===== config.mk =====
export PLATFORM = sky130hd
export DESIGN_NAME = edge_pack_writer_flat
export DESIGN_NICKNAME = d
export VERILOG_FILES = /design/src/rtl/edge_pack_writer_if.sv /design/src/rtl/edge_pack_writer.sv /design/src/flat_wrapper.sv
export SDC_FILE = /design/constraint.sdc
export NUM_CORES = 1
export LEC_CHECK = 0
export ABC_AREA = 1
export CORE_ASPECT_RATIO = 0.75
export CORE_MARGIN = 2
export CORE_UTILIZATION = 47
export DETAILED_ROUTE_END_ITERATION = 6
export PLACE_DENSITY = 0.83
export REMOVE_ABC_BUFFERS = 1
export SETUP_SLACK_MARGIN = 0.05
export SYNTH_ARGS = -nofsm -noshare
export SYNTH_HDL_FRONTEND = slang
export SYNTH_SLANG_ARGS = --single-unit
export TNS_END_PERCENT = 30

===== constraint.sdc =====
create_clock -name clk -period 2.42 [get_ports clk]
set_input_delay 0.484 -clock clk [delete_from_list [all_inputs] [get_ports clk]]
set_output_delay 0.484 -clock clk [all_outputs]
set_load 0.005 [all_outputs]

===== src/rtl/edge_pack_writer_if.sv =====
// PCPI instruction port plus memory write port of the edge pack writer.
// master = CPU/memory side, slave = the coprocessor.
interface edge_pack_writer_if;
  logic        pcpi_valid;
  logic [31:0] pcpi_insn;
  logic [31:0] pcpi_rs1;
  logic [31:0] pcpi_rs2;
  logic        pcpi_wr;
  logic [31:0] pcpi_rd;
  logic        pcpi_wait;
  logic        pcpi_ready;
  logic        mem_valid;
  logic        mem_write;
  logic [31:0] mem_addr;
  logic [31:0] mem_wdata;
  logic [3:0]  mem_wstrb;
  logic        mem_ready;

  modport master (
    output pcpi_valid, pcpi_insn, pcpi_rs1, pcpi_rs2, mem_ready,
    input  pcpi_wr, pcpi_rd, pcpi_wait, pcpi_ready,
    input  mem_valid, mem_write, mem_addr, mem_wdata, mem_wstrb
  );

  modport slave (
    input  pcpi_valid, pcpi_insn, pcpi_rs1, pcpi_rs2, mem_ready,
    output pcpi_wr, pcpi_rd, pcpi_wait, pcpi_ready,
    output mem_valid, mem_write, mem_addr, mem_wdata, mem_wstrb
  );
endinterface


===== src/rtl/edge_pack_writer.sv =====
// PCPI coprocessor packing four 8-bit edge pixels per 32-bit word; PUSH completes in 2 cycles plus
// any write time, writes hold until mem_ready. EDGE_PACK_SAT_EN saturates pixels above 255.
module edge_pack_writer #(
  parameter int OUT_BASE = 540672,
  parameter int ROW_BITS = 9
) (
  input  logic              clk,
  input  logic              resetn,
  edge_pack_writer_if.slave bus
);
  localparam int IDX_W = 2 * ROW_BITS;

  typedef enum logic [1:0] {S_IDLE, S_MERGE, S_WRITE, S_DONE} state_t;
  typedef enum logic [1:0] {OP_PUSH, OP_FLUSH, OP_STATUS, OP_NOP} op_t;

  state_t      r_state;
  state_t      w_next;
  op_t         r_op;
  op_t         w_op;
  logic [31:0] r_data;
  logic [3:0]  r_mask;
  logic [15:0] r_widx;
  logic [31:0] r_ww;
  logic [7:0]  r_pix;
  logic [1:0]  r_lane;
  logic [15:0] r_nwidx;
  logic        r_pend;

  logic             w_dec;
  logic             w_accept;
  logic             w_evict;
  logic [7:0]       w_pix;
  logic [IDX_W-1:0] w_index;
  logic [15:0]      w_widx;
  logic [3:0]       w_mmask;
  logic [31:0]      w_waddr;
  logic             w_unused;

  assign w_dec = bus.pcpi_valid && (bus.pcpi_insn[6:0] == 7'b0101011)
                 && (bus.pcpi_insn[31:25] == 7'b0000010);

  always_comb begin
    case (bus.pcpi_insn[14:12])
      3'b000:  w_op = OP_PUSH;
      3'b001:  w_op = OP_FLUSH;
      3'b010:  w_op = OP_STATUS;
      default: w_op = OP_NOP;
    endcase
  end

`ifdef EDGE_PACK_SAT_EN
  assign w_pix = (bus.pcpi_rs1 > 32'd255) ? 8'hFF : bus.pcpi_rs1[7:0];
`else
  assign w_pix = bus.pcpi_rs1[7:0];
`endif

  // {row,col} is already row*512+col; four pixels share one word
  assign w_index = bus.pcpi_rs2[IDX_W-1:0];
  assign w_widx  = 16'(w_index >> 2);
  assign w_evict = (r_mask != 4'b0000) && (r_widx != w_widx);
  assign w_mmask = r_mask | (4'b0001 << r_lane);
  assign w_waddr = 32'(OUT_BASE) + {16'b0, r_widx};

  assign w_unused = ^{bus.pcpi_rs1[31:8], bus.pcpi_rs2[31:IDX_W], bus.pcpi_insn[24:15],
                      bus.pcpi_insn[11:7], w_waddr[31:30]};

  always_ff @(posedge clk or negedge resetn) begin
    if (!resetn) r_state <= S_IDLE;
    else         r_state <= w_next;
  end

  always_comb begin
    w_next         = r_state;
    w_accept       = 1'b0;
    bus.pcpi_wait  = 1'b0;
    bus.pcpi_ready = 1'b0;
    bus.pcpi_wr    = 1'b0;
    bus.pcpi_rd    = 32'b0;
    bus.mem_valid  = 1'b0;
    bus.mem_write  = 1'b0;
    bus.mem_addr   = 32'b0;
    bus.mem_wdata  = 32'b0;
    bus.mem_wstrb  = 4'b0000;
    case (r_state)
      S_IDLE: begin
        if (w_dec) begin
          w_accept      = 1'b1;
          bus.pcpi_wait = resetn;
          case (w_op)
            OP_PUSH:  w_next = w_evict ? S_WRITE : S_MERGE;
            OP_FLUSH: w_next = (r_mask != 4'b0000) ? S_WRITE : S_DONE;
            default:  w_next = S_DONE;
          endcase
        end
      end
      S_MERGE: begin
        bus.pcpi_wait = 1'b1;
        w_next        = (w_mmask == 4'hF) ? S_WRITE : S_DONE;
      end
      S_WRITE: begin
        bus.pcpi_wait = 1'b1;
        bus.mem_valid = 1'b1;
        bus.mem_write = 1'b1;
        bus.mem_addr  = {w_waddr[29:0], 2'b00};
        bus.mem_wdata = r_data;
        bus.mem_wstrb = r_mask;
        if (bus.mem_ready) w_next = r_pend ? S_MERGE : S_DONE;
      end
      S_DONE: begin
        bus.pcpi_ready = 1'b1;
        if (r_op == OP_STATUS) begin
          bus.pcpi_wr = 1'b1;
          bus.pcpi_rd = r_ww;
        end
        w_next = S_IDLE;
      end
      default: w_next = S_IDLE;
    endcase
  end

  always_ff @(posedge clk or negedge resetn) begin
    if (!resetn) begin
      r_op    <= OP_NOP;
      r_data  <= 32'b0;
      r_mask  <= 4'b0000;
      r_widx  <= 16'b0;
      r_ww    <= 32'b0;
      r_pix   <= 8'b0;
      r_lane  <= 2'b00;
      r_nwidx <= 16'b0;
      r_pend  <= 1'b0;
    end else begin
      if (w_accept) begin
        r_op    <= w_op;
        r_pix   <= w_pix;
        r_lane  <= w_index[1:0];
        r_nwidx <= w_widx;
        r_pend  <= (w_op == OP_PUSH) && w_evict;
      end
      if (r_state == S_MERGE) begin
        r_data[{r_lane, 3'b000} +: 8] <= r_pix;
        r_mask <= w_mmask;
        r_widx <= r_nwidx;
        r_pend <= 1'b0;
      end
      if (r_state == S_WRITE && bus.mem_ready) begin
        r_mask <= 4'b0000;
        r_ww   <= r_ww + 32'd1;
      end
    end
  end
endmodule


===== src/flat_wrapper.sv =====
// flat-port wrapper written by rule: the top's interface ports become plain ports
module edge_pack_writer_flat 
#(
  parameter int OUT_BASE = 540672,
  parameter int ROW_BITS = 9
)
  (clk, resetn, bus_pcpi_valid, bus_pcpi_insn, bus_pcpi_rs1, bus_pcpi_rs2, bus_mem_ready, bus_pcpi_wr, bus_pcpi_rd, bus_pcpi_wait, bus_pcpi_ready, bus_mem_valid, bus_mem_write, bus_mem_addr, bus_mem_wdata, bus_mem_wstrb);
  edge_pack_writer_if bus_i ();
  input  logic clk;
  input  logic resetn;
  input wire logic [$bits(bus_i.pcpi_valid)-1:0] bus_pcpi_valid;
  input wire logic [$bits(bus_i.pcpi_insn)-1:0] bus_pcpi_insn;
  input wire logic [$bits(bus_i.pcpi_rs1)-1:0] bus_pcpi_rs1;
  input wire logic [$bits(bus_i.pcpi_rs2)-1:0] bus_pcpi_rs2;
  input wire logic [$bits(bus_i.mem_ready)-1:0] bus_mem_ready;
  output wire logic [$bits(bus_i.pcpi_wr)-1:0] bus_pcpi_wr;
  output wire logic [$bits(bus_i.pcpi_rd)-1:0] bus_pcpi_rd;
  output wire logic [$bits(bus_i.pcpi_wait)-1:0] bus_pcpi_wait;
  output wire logic [$bits(bus_i.pcpi_ready)-1:0] bus_pcpi_ready;
  output wire logic [$bits(bus_i.mem_valid)-1:0] bus_mem_valid;
  output wire logic [$bits(bus_i.mem_write)-1:0] bus_mem_write;
  output wire logic [$bits(bus_i.mem_addr)-1:0] bus_mem_addr;
  output wire logic [$bits(bus_i.mem_wdata)-1:0] bus_mem_wdata;
  output wire logic [$bits(bus_i.mem_wstrb)-1:0] bus_mem_wstrb;
  assign bus_i.pcpi_valid = bus_pcpi_valid;
  assign bus_i.pcpi_insn = bus_pcpi_insn;
  assign bus_i.pcpi_rs1 = bus_pcpi_rs1;
  assign bus_i.pcpi_rs2 = bus_pcpi_rs2;
  assign bus_i.mem_ready = bus_mem_ready;
  assign bus_pcpi_wr = bus_i.pcpi_wr;
  assign bus_pcpi_rd = bus_i.pcpi_rd;
  assign bus_pcpi_wait = bus_i.pcpi_wait;
  assign bus_pcpi_ready = bus_i.pcpi_ready;
  assign bus_mem_valid = bus_i.mem_valid;
  assign bus_mem_write = bus_i.mem_write;
  assign bus_mem_addr = bus_i.mem_addr;
  assign bus_mem_wdata = bus_i.mem_wdata;
  assign bus_mem_wstrb = bus_i.mem_wstrb;
  edge_pack_writer #(.OUT_BASE(OUT_BASE), .ROW_BITS(ROW_BITS)) u_core (.clk(clk), .resetn(resetn), .bus(bus_i));
endmodule

# Yosys cells after proc, flatten, opt, wreduce, memory -nomap -nowiden
# Index checks and enable logic that the tools add are counted.
[totals]
memories = 0
input_bits = 100
latch_bits = 0
ff_bits = 115
wordCells = 70
output_inout_bits = 105
mem_bits_rw = 0
romBits = 0
[classes]
order_cmp = 0
n_shift = 3
n_addsub = 3
div_mod_pow = 0
n_eq_ne = 13
bitwise = 1
n_reduce_logical = 13
mul = 0
muxes = 27
[op_table]
columns = ["operator", "n"]
rows = [
  ["$mux W32", 4],
  ["$add A32 B1 Y32 const B", 1],
  ["$bwmux W32", 1],
  ["$shift A8 B7 Y32 const A", 1],
  ["$shiftx A8 B7 Y32", 1],
  ["$add A20 B16 Y21 const A", 1],
  ["$ne A16 B16 Y1", 1],
  ["$mux W4", 3],
  ["$mux W1", 11],
  ["$mux W2", 4],
  ["$pmux W2 S4", 1],
  ["$eq A7 B2 Y1 const B", 1],
  ["$eq A7 B6 Y1 const B", 1],
  ["$neg A5 Y7", 1],
  ["$eq A2 B2 Y1 const B", 3],
  ["$pmux W2 S3", 1],
  ["$logic_and A1 B1 Y1", 5],
  ["$eq A2 B1 Y1 const B", 2],
  ["$eq A4 B4 Y1 const B", 1],
  ["$logic_not A2 Y1", 2],
  ["$or A4 B4 Y4", 1],
  ["$pmux W2 S2", 1],
  ["$reduce_bool A2 Y1", 2],
  ["$reduce_bool A4 Y1", 1],
  ["other kinds (9)", 9],
]

# Depth between registers and ports, before layout
[logic_depth]
word_depth = 7
depth_mapped = 12
depth_no_buf = 11

# Worst setup path after synthesis
# Ideal clock, no wire load.
[synth_timing]
path_kind = "register to register"
startpoint = "register u_core.r_lane[0]"
endpoint = "register u_core.r_data[0]"
path_slack_ns = 0.441
t_required_ns = 2.337
stages_incl_launch_ff = 7
period_less_slack_ns = 1.979
setup_time_ns = 0.083
n_path_buf = 2
arrival_time_ns = 1.897
cell_sequence = "dfrtp_1 -> clkbuf_1 -> inv_1 -> ha_1 -> or4_1 -> buf_2 -> o21ai_0"
[synth_between]
elab_chain_len = 3
word_cells_on_any_way = 4
cone_classes = "add/sub: 1; shift: 2; mux: 1"
[synth_lines]
columns = ["element", "line_no", "source"]
rows = [
  ["start, declared", "edge_pack_writer.sv:25", "logic [1:0] r_lane;"],
  ["start signal, assigned", "edge_pack_writer.sv:136", "r_lane <= w_index[1:0];"],
  ["$neg A5 Y7 (*)", "edge_pack_writer.sv:141", "r_data[{r_lane, 3'b000} +: 8] <= r_pix;"],
  ["$shiftx A8 B7 Y32 or $shift A8 B7 Y32 (tied branches)", "edge_pack_writer.sv:141", ""],
  ["$bwmux W32 (*)", "edge_pack_writer.sv:141", ""],
  ["end signal, assigned by index", "edge_pack_writer.sv:141", ""],
  ["end, declared", "edge_pack_writer.sv:20", "logic [31:0] r_data;"],
]
# Mark *: on every way between the ends. The rest lies on a longest branch, timed or not.
# A chain may end at the register's enable or synchronous reset.

# Final worst setup path
[layout_timing]
startpoint = "register u_core.r_state[0]"
endpoint = "output bus_mem_wdata[21]"
[layout_between]
elab_chain_len = 2
[layout_lines]
columns = ["element", "line_no", "source"]
rows = [
  ["start, declared", "edge_pack_writer.sv:16", "state_t r_state;"],
  ["start signal, assigned", "edge_pack_writer.sv:69", "else r_state <= w_next;"],
  ["$eq A2 B2 Y1", "edge_pack_writer.sv:84", "case (r_state)"],
  ["$mux W32", "edge_pack_writer.sv:84", ""],
  ["end, declared", "flat_wrapper.sv:23", "output wire logic [$bits(bus_i.mem_wdata)-1:0] bus_mem_wdata;"],
]
# No other way between the ends.

==> out/qor.txt <==
Tmin final - 2270 ps
RSZ-0062 raised after global routing - false
CTS sink count - 115
Root buf cell - clkbuf_16
Max-cap violations - 0
Metal2 WL - 7330 um
Total GRT Usage - 0.230
CP Class - register to output port
Netlist cell types - 36
CP Max Fanout - 17
Row cnt - 37
Via density - 4.95
Detail Route Antenna Nets - 0
Worst vdd ir - 644 uV
Number of top-level pins - 205
Overflow after GRT - 0
PortBufs - 137
Placed Instance Area - 0.00797 sq mm
Data required, critical path - 1940 ps
CTS buffer count - 17
Fillers - 1166
FMAX - 440 MHz
Hold WC Path Type - input port to async pin
Routed Wire Length - 16700 um
WL met3 - 1460 um
Yosys reg bits - 115
Nets - 1160
Yosys warning total - 0
CTS clk-pin slew, worst paths - 50 ps
Clock Skew - 7.39 ps
Cell count after synthesis - 898
# hold bufs at CTS - 0
Vias in the first global route - 5642
RD Place Congestion - 0.861
Htree depth - 4
Final setup viols - 0
Worst R2R Start - u_core.r_state[0]
Hold_ws - 228 ps
DRC - 0
Post-synth top area cell - dfrtp_1
M1 WL - 7810 um
Slew Viols, Final - 0
Syn Area/Cell - 7.21 sq um
DP Wirelength - 11600 um
Least-Margin Pin Slew - 921 ps
# diodes - 0
Worst skew pair latency - 400 ps
Deepest clock path buffer count - 2
Synthesized area - 0.00647 sq mm
Area Overhead vs Synth - 34.2%
Worst Setup Start Kind - register
Avg WL per Cell - 13.6 um
Routed vias - 6102
PwrDens - 794 mW/mm^2
Die Span Y - 106 um
Die area - 0.0147 sq mm
Placed Instances - 1191
Final period util - 0.939
Initial core utilization - 0.477
CTS tree - built
Place WS - -102 ps
Critical path endpoint category - output port
DR pass1 iterations - 5
Die extent in x - 140 um
Setup ws final - 148 ps
Core area - 0.0136 sq mm
Fin area - 0.00869 sq mm
Register area share after synthesis - 0.445
Area share of the largest cell type after synthesis - 0.437
Layout cells sized above 1 - 0.0803
Non-filler cells, final - 1233
Pleak - 5.08 nW
Ranking of synthesized cells by area - dfrtp_1, nand2_1, inv_1
Top layer in use - met4
First-pass GRT wire length - 27400 um
Status - completed
Largest net degree at the start of global routing - 74
Antenna violations before repair - 0
Crit path launch - u_core.r_state[0]
Final Hold Vio Count - 0
Critical Path AT - 1790 ps
Iter 0 DRT Violations - 460
Worst slew margin - 0.386
==> worst paths after layout <==
check / to / slack (ps) / depth (start not counted)
setup / recovery: bus_mem_wdata[21] / 150 / 8
hold / removal: u_core.r_data[27] / 230 / 2
setup reg to reg: u_core.r_ww[17] / 190 / 11
hold reg to reg: u_core.r_ww[31] / 470 / 1
max in group asynchronous: u_core.r_state[1] / 1380 / 2
min in group clk: u_core.r_ww[31] / 470 / 1
==> cell type report <==
class | count | area, sq um | area share
sequential | 115 | 2880 | 0.332
multi-input combinational | 598 | 2850 | 0.328
timing repair buffer | 159 | 1550 | 0.179
inverter | 154 | 581 | 0.0668
clock buffer | 24 | 502 | 0.0577
tap | 175 | 219 | 0.0252
clock inverter | 8 | 98.8 | 0.0114
==> critical path, cell delays in order (launching register included) <==
cell and delay (ps):
dfrtp_2 460, inv_4 90, ha_4 180, buf_6 120, buf_12 100, buf_16 140
nand2_1 50, inv_1 50, clkdlybuf4s15_1 200
==> cell families after synthesis <==
group | share of synthesized area
AND/OR/NAND/NOR | 0.294
buffers and inverters | 0.128
flip-flops | 0.445
AO/OA/AOI/OAI | 0.0765
XOR/XNOR | 0.0271
adder cells (fa/ha/maj) | 0.0290
other | 0.000579
==> stage by stage <==
| step | utilization | total power [mW] | TNS, ps |
|---|---|---|---|
| finish | 0.641 | 6.90 | 0 |
| floorplan | - | 3.16 | -5250 |
| global route | 0.641 | 7.29 | 0 |
| detailed placement | 0.587 | 4.19 | -102 |
| global placement | 0.587 | 4.16 | -90.5 |
| CTS | 0.635 | 6.84 | -112 |
==> layout by cell type, fill, tap and decap left out, types with 4 or more instances in the layout <==
cell type        Yosys  routed
a21oi_1              7       7
dfrtp_1            113     111
nor3_1              11      11
nand3_1             22      22
ha_1                15      13
nand2_1            298     295
nor2_2               4       7
dlygate4sd2_1        0      70
clkdlybuf4s50_1      0      46
nand2_2              1       4
clkbuf_8             0       5
o21ai_0             84      84
conb_1               1      14
buf_4               19      15
dlymetal6s2s_1       0       7
nand4_1             15      15
inv_1              153     152
nor2_1              85      82
clkbuf_16            0      18
xor2_1              20      20
clkdlybuf4s15_1      0      12
buf_12               0       4
==> synth_stat cells, drive strengths merged <==
cell and number:
a21oi 7, buf 27, clkbuf 17, conb 1, dfrtp 113, dfstp 2
ha 15, inv 154, nand2 301, nand3 24, nand3b 2, nand4 16
nor2 92, nor3 12, nor4 2, o211a 2, o21a 1, o21ai 85
o31ai 1, or2 3, or4 1, xor2 20
==> flip-flops by register name, indices dropped and copies added (netlist names) <==
name / cells
u_core.r_pend: 1
u_core.r_data: 32
u_core.r_op: 2
u_core.r_widx: 16
u_core.r_pix: 8
u_core.r_mask: 4
u_core.r_nwidx: 16
u_core.r_lane: 2
u_core.r_state: 2
u_core.r_ww: 32
==> power by group <==
part | switching, mW | internal [mW]
Combinational | 1.20 | 0.934
Clock | 0.861 | 1.65
Sequential | 0.163 | 2.10
Total | 2.22 | 4.68
==> timing repair <==
item,in CTS,in global routing
pin swaps,2,2
setup endpoints to repair,90,8
hold endpoints to repair,0,0
gates resized for setup,100,26
gates cloned,1,1
buffers inserted,6,2
==> metal layers <==
| layer | up-vias | GRT usage |
|---|---|---|
| met3 | 19 | 0.0668 |
| li1 | 2995 | - |
| met5 | - | 0 |
| met1 | 2841 | 0.333 |
| met4 | 0 | 0.0557 |
| met2 | 247 | 0.341 |
No activity file was read; power rests on OpenSTA's default activity.
